===== config.mk =====
export PLATFORM = sky130hd
export DESIGN_NAME = mem_port_arbiter4
export DESIGN_NICKNAME = d
export VERILOG_FILES = /design/src/rtl/arb_pkg.sv /design/src/rtl/rr_pick4.sv /design/src/rtl/mem_port_arbiter4.sv
export SDC_FILE = /design/constraint.sdc
export NUM_CORES = 1
export LEC_CHECK = 0
export ABC_CLOCK_PERIOD_IN_PS = 2200
export BUFFER_PORTS_ARGS = -buffer_cell sky130_fd_sc_hd__buf_2
export CAP_MARGIN = 20
export CORE_MARGIN = 8
export CORE_UTILIZATION = 45
export CTS_CLUSTER_DIAMETER = 50
export DETAILED_ROUTE_END_ITERATION = 7
export GPL_TIMING_DRIVEN = 0
export PLACE_DENSITY_LB_ADDON = 0.08
export SYNTH_ARGS = -nofsm -noshare
export SYNTH_HDL_FRONTEND = slang
export SYNTH_SLANG_ARGS = --single-unit

===== constraint.sdc =====
create_clock -name clock -period 2.2 [get_ports clock]
set_input_delay 0.11 -clock clock [delete_from_list [all_inputs] [get_ports clock]]
set_output_delay 0.11 -clock clock [all_outputs]
set_load 0.01 [all_outputs]

===== src/rtl/arb_pkg.sv =====
// rtl/arb_pkg.sv - shared types and helpers for the 4-way memory port arbiter
package arb_pkg;

  localparam int NUM_REQ = 4;

  typedef enum logic {
    ARB_IDLE = 1'b0,
    ARB_BUSY = 1'b1
  } arb_state_t;

  // Binary index of the set bit of a one-hot 4-bit vector (0 when none set).
  function automatic logic [1:0] onehot4_to_idx(input logic [3:0] oh);
    logic [1:0] idx;
    idx = 2'd0;
    for (int i = 0; i < NUM_REQ; i++) begin
      if (oh[i]) idx = 2'(i);
    end
    return idx;
  endfunction

  // One-hot 4-bit vector with only bit idx set.
  function automatic logic [3:0] idx_to_onehot4(input logic [1:0] idx);
    return 4'b0001 << idx;
  endfunction

endpackage


===== src/rtl/rr_pick4.sv =====
// rtl/rr_pick4.sv - combinational 4-way winner picker, rotating or fixed priority
module rr_pick4
  import arb_pkg::*;
(
  input  logic [3:0] req,
  input  logic [3:0] mask,
  input  logic [1:0] last,
  input  logic       rr_en,
  output logic       any,
  output logic [1:0] idx
);

  logic [3:0] eligible;
  logic [1:0] cand;

  assign eligible = req & ~mask;

  // Walk candidates in priority order (last+1..last+4, or 0..3); first eligible wins.
  always_comb begin
    any  = 1'b0;
    idx  = 2'd0;
    cand = 2'd0;
    for (int k = 0; k < NUM_REQ; k++) begin
      cand = rr_en ? (last + 2'(k + 1)) : 2'(k);
      if (!any && eligible[cand]) begin
        any = 1'b1;
        idx = cand;
      end
    end
  end

endmodule


===== src/rtl/mem_port_arbiter4.sv =====
// rtl/mem_port_arbiter4.sv - shares one memory port among 4 requesters with held grants
module mem_port_arbiter4
  import arb_pkg::*;
#(
  parameter int ROUND_ROBIN = 1,
  parameter int MAX_WAIT    = 0
) (
  input  logic       clock,
  input  logic       reset_n,
  input  logic [3:0] req,
  output logic [3:0] gnt,
  output logic [1:0] sel,
  output logic       mem_valid,
  input  logic       mem_ready,
  output logic [3:0] done,
  output logic       timeout,
  output logic       busy
);

  // wait_cnt only ever needs to reach MAX_WAIT-1; with no limit it just saturates.
  localparam int WAIT_W = (MAX_WAIT > 1) ? $clog2(MAX_WAIT) : 1;
  localparam logic [WAIT_W-1:0] WAIT_LIMIT =
    (MAX_WAIT > 0) ? WAIT_W'(MAX_WAIT - 1) : {WAIT_W{1'b1}};
  localparam logic TIMEOUT_EN = (MAX_WAIT > 0);
  localparam logic RR_EN      = (ROUND_ROBIN != 0);

  arb_state_t        state, state_next;
  logic [3:0]        gnt_next;
  logic [1:0]        sel_next;
  logic [1:0]        last_winner, last_next;
  logic [WAIT_W-1:0] wait_cnt, wait_next;
  logic [3:0]        done_next;
  logic              timeout_next;

  logic [3:0]        pick_mask;
  logic [1:0]        pick_last;
  logic              pick_any;
  logic [1:0]        pick_idx;
  logic              abort;
  logic              finish;

  // While idle everyone is eligible from last_winner onward; while busy the
  // current owner is masked so a completion hands over to someone else first.
  always_comb begin
    pick_mask = 4'b0000;
    pick_last = last_winner;
    if (state == ARB_BUSY) begin
      pick_mask = gnt;
      pick_last = sel;
    end
  end

  rr_pick4 u_pick (
    .req   (req),
    .mask  (pick_mask),
    .last  (pick_last),
    .rr_en (RR_EN),
    .any   (pick_any),
    .idx   (pick_idx)
  );

  // A ready in the last allowed wait cycle is a normal completion, not an abort.
  assign abort  = TIMEOUT_EN && (state == ARB_BUSY) && !mem_ready && (wait_cnt == WAIT_LIMIT);
  assign finish = (state == ARB_BUSY) && (mem_ready || abort);

  // Next-state and next-register values for grant, wait counter and pulses.
  always_comb begin
    state_next   = state;
    gnt_next     = gnt;
    sel_next     = sel;
    last_next    = last_winner;
    wait_next    = wait_cnt;
    done_next    = 4'b0000;
    timeout_next = 1'b0;
    case (state)
      ARB_IDLE: begin
        if (pick_any) begin
          state_next = ARB_BUSY;
          gnt_next   = idx_to_onehot4(pick_idx);
          sel_next   = pick_idx;
          wait_next  = '0;
        end
      end
      ARB_BUSY: begin
        if (finish) begin
          done_next    = gnt;
          timeout_next = abort;
          last_next    = onehot4_to_idx(gnt);
          wait_next    = '0;
          if (pick_any) begin
            gnt_next = idx_to_onehot4(pick_idx);
            sel_next = pick_idx;
          end else begin
            gnt_next   = 4'b0000;
            state_next = ARB_IDLE;
          end
        end else if (wait_cnt != {WAIT_W{1'b1}}) begin
          wait_next = wait_cnt + WAIT_W'(1);
        end
      end
      default: begin
        state_next = ARB_IDLE;
        gnt_next   = 4'b0000;
      end
    endcase
  end

  // State register.
  always_ff @(posedge clock or negedge reset_n) begin
    if (!reset_n) begin
      state <= ARB_IDLE;
    end else begin
      state <= state_next;
    end
  end

  // Grant, select, rotation pointer, wait counter and completion pulses.
  always_ff @(posedge clock or negedge reset_n) begin
    if (!reset_n) begin
      gnt         <= 4'b0000;
      sel         <= 2'd0;
      last_winner <= 2'd3;
      wait_cnt    <= '0;
      done        <= 4'b0000;
      timeout     <= 1'b0;
    end else begin
      gnt         <= gnt_next;
      sel         <= sel_next;
      last_winner <= last_next;
      wait_cnt    <= wait_next;
      done        <= done_next;
      timeout     <= timeout_next;
    end
  end

  assign mem_valid = |gnt;
  assign busy      = (state == ARB_BUSY);

endmodule


==> impl_results.md <==
- Status: completed
- Root Driver: clkbuf_4
- Final Max Slew Viols: 0
- Core Rows: 14
- GP Congestion: 0.840
- Max IR drop VDD: 0.000647 V
- Die width: 55.6 um
- P_sw: 472 uW
- Average size of a mapped cell: 9.94 sq um
- Met1 Use GR: 0.124
- Mapped Area: 706 sq um
- Die ar.: 3090 sq um
- Vias in the first global route: 549
- Req. time, crit path: 2370 ps
- Top-count cell post-synth: dfrtp_1
- Initial antenna violation count: 0
- Post-Synth Simple-Gate Area: 0.177
- GRT Residual Overflow: 0
- Final min period: 1960 ps
- Skew-Pair Late Insertion Delay: 270 ps
- Setup CP Type: reg -> reg
- DR vias: 603
- Max FO, Critical Path: 7
- Power density over cell area: 1340 nW/um^2
- Final net count: 102
- H-tree Lvls: 1
- CTS Buf Count: 3
- Slew HR: 0.664
- Number of synthesized flops with an enable pin: 0
- Post-synthesis mux area share: 0.0674
- Core ar.: 1490 sq um
- Most Used Layer, Global Route: met2
- Antenna-violating nets left: 0
- Setup TNS: 0 ps
- F_max: 510 MHz
- Int Pwr: 668 uW
- Reg power frac: 0.378
- Clock skew: 0.197 ps
- Leak pwr: 0.000430 uW
- Pre-CTS WS: 263 ps
- Resized Gates After CTS: 0
- Reg-to-Reg Start: busy$_DFF_PN0_
- FF-to-FF path depth: 5
- R2R Setup Slk: 240 ps
- Setup violators final: 0
- Synth area leader: dfrtp_1
- Post-route DRC violation count: 0
- Startpoint type of the worst setup path: register
- Main synth FF type: dfrtp_1
- Unrepaired setup endpoints after global routing: false
- Chip Height: 55.6 um
- Pin count of the biggest net entering global routing: 14
- Gate count of the mapped netlist: 71
- Ports: 20
- Met3 Track Usage GR: 0.0365
- HP Start: mem_ready
- PnR worst setup slack: 241 ps
- Combinational power share: 0.492
- Clk sinks: 13
- Ys async rst share: 1.00
- Pre-Repair DR Iteration Count: 4
- Post-synthesis compound-gate area fraction: 0.252
- Hold slack: 135 ps
- Final Instance Area: 853 sq um
- Synth warn: 0
- Yosys cell types: 31
- Hold path depth: 2
- Post-synthesis register bit count: 13
- Yosys top cell area share: 0.390
- Initial DRC Count: 7
- Routed len/inst: 14.4 um
- Period utilization: 0.891
- CP Capture Type: register
- Syn Nets: 78
- Final hold violations: 0
- Synthesized-area fraction occupied by adder cells: 0
- Vias per inst: 5.48
- Xor/xnor share of the synthesized area: 0
- Layout cell share with drive strength beyond 1: 0.394
- Sw Share: 0.414
- Fillcell total: 133
- Worst-Margin Slew: 504 ps
- RR Endpoint: gnt[0]$_DFFE_PN0P_
- First-pass GRT wire length: 2.55 mm
- Main combinational cell family by area after synthesis: compound AO/OA/AOI/OAI gates
- Clk pwr share: 0.130
- Met2 GRT Util: 0.146
- Dpl cell area: 816 sq um
- Total Wirelength: 1.58 mm
- CTS clock-pin slew for the worst setup and hold paths: 80 ps
- Commonest cells post-synth: dfrtp_1 (11), nand2_1 (10), nor2_1 (5), o21ai_0 (5)
- Worst Hold Path EP: done[1]$_DFF_PN0_
- WP data arrival: 2130 ps
- Sequential fraction of the synthesis area: 0.465
- Total track usage: 0.0999
- Initial Util: 0.474
- Synth area leaders: dfrtp_1 (39%), dfstp_2 (7.4%), a21bo_2 (5.7%)
- Total Power: 1140 uW
- Max Cap Viol: 0
- PortBufs: 18
- Area delta synth->final: 20.9%
- Antenna Diode Count: 0
- Hold WC Path Type: in -> reg
- CTS max path bufs: 2
- CTS tree: built
layer usage:
layer	vias up	routed length, um
li1	305	-
met1	276	756
met2	20	713
met3	2	98
met4	0	14
met5	-	0
final cells by class:
class                           instances  area, sq um  area share
Buffer                                  2         12.5      0.0147
Timing Repair Buffer                   19          100       0.117
Clock buffer                            3         22.5      0.0264
Multi-Input combinational cell         53          354       0.415
Tap cell                               16         20.0      0.0235
Inverter                                3         11.3      0.0132
Clock inverter                          1         5.00     0.00587
Sequential cell                        13          328       0.384
placed cells by master (no fill, tap or decap):
master	synthesis	final
buf_4	1	1
mux2_2	2	2
o22ai_1	1	1
a21boi_0	2	2
a31oi_2	1	1
a221oi_1	1	1
a21bo_2	4	4
clkbuf_4	0	3
a21oi_1	2	2
inv_1	3	3
a21boi_1	1	1
nor2_1	5	5
and3_1	4	4
nor3_1	1	1
o31ai_1	2	2
nand2_1	10	10
nand4_1	1	1
dlygate4sd3_1	0	1
or3_4	1	1
conb_1	1	1
o221ai_1	1	1
dfstp_2	2	2
nand2b_1	1	1
a32oi_1	1	1
nor2b_1	1	1
clkinv_2	0	1
buf_2	1	19
dfrtp_1	11	11
a32o_1	1	1
mux2_4	1	1
o21ba_2	1	1
mux2i_1	1	1
o21ai_0	5	5
and2_4	1	1
how the worst max path moves through the flow:
| stage | end | from | slack [ps] | depth (start not counted) |
|---|---|---|---|---|
| final | gnt[0]$_DFFE_PN0P_ | busy$_DFF_PN0_ | 240 | 5 |
| after floorplan | gnt[0]$_DFFE_PN0P_ | busy$_DFF_PN0_ | 330 | 5 |
| after global placement | gnt[0]$_DFFE_PN0P_ | busy$_DFF_PN0_ | 270 | 5 |
| after detailed placement | gnt[0]$_DFFE_PN0P_ | busy$_DFF_PN0_ | 260 | 5 |
| after global routing | sel[0]$_DFFE_PN0P_ | busy$_DFF_PN0_ | 160 | 5 |
| after CTS | gnt[0]$_DFFE_PN0P_ | busy$_DFF_PN0_ | 250 | 5 |
registers in the layout, summed over array words and instances, names as in the netlist:
name and count:
busy 1, done 4, gnt 4, last_winner 2
sel 2
through the flow:
stage / utilization / cells
2_1_floorplan: - / 71
3_3_place_gp: 0.548 / 105
3_5_place_dp: 0.548 / 105
4_1_cts: 0.573 / 110
5_1_grt: 0.573 / 110
6_report: 0.573 / 110
what timing repair did:
action / CTS / global route
hold buffers: 1 / 0
buffers inserted: 0 / 0
endpoints found under the hold margin: 13 / 0
power by group through the flow:
stage               combinational (uW)  clock [uW]  sequential (uW)
floorplan                          361           0              446
global placement                   554           0              434
detailed placement                 560           0              434
CTS                                565         152              430
global route                       621         163              443
finish                             561         148              431
cells by family (layout without fill, tap and decap cells):
kind of cell           Yosys count  count (layout)
AND/OR/NAND/NOR                 25              25
AO/OA/AOI/OAI                   23              23
other                            1               1
flip-flops                      13              13
multiplexers                     4               4
buffers and inverters            5              28
critical path: stages (launching register included):
cell and delay (ps):
dfrtp_1 490, mux2_4 350, or3_4 390, a31oi_2 250
inv_1 100, a32o_1 260
No activity file was read; power rests on OpenSTA's default activity.
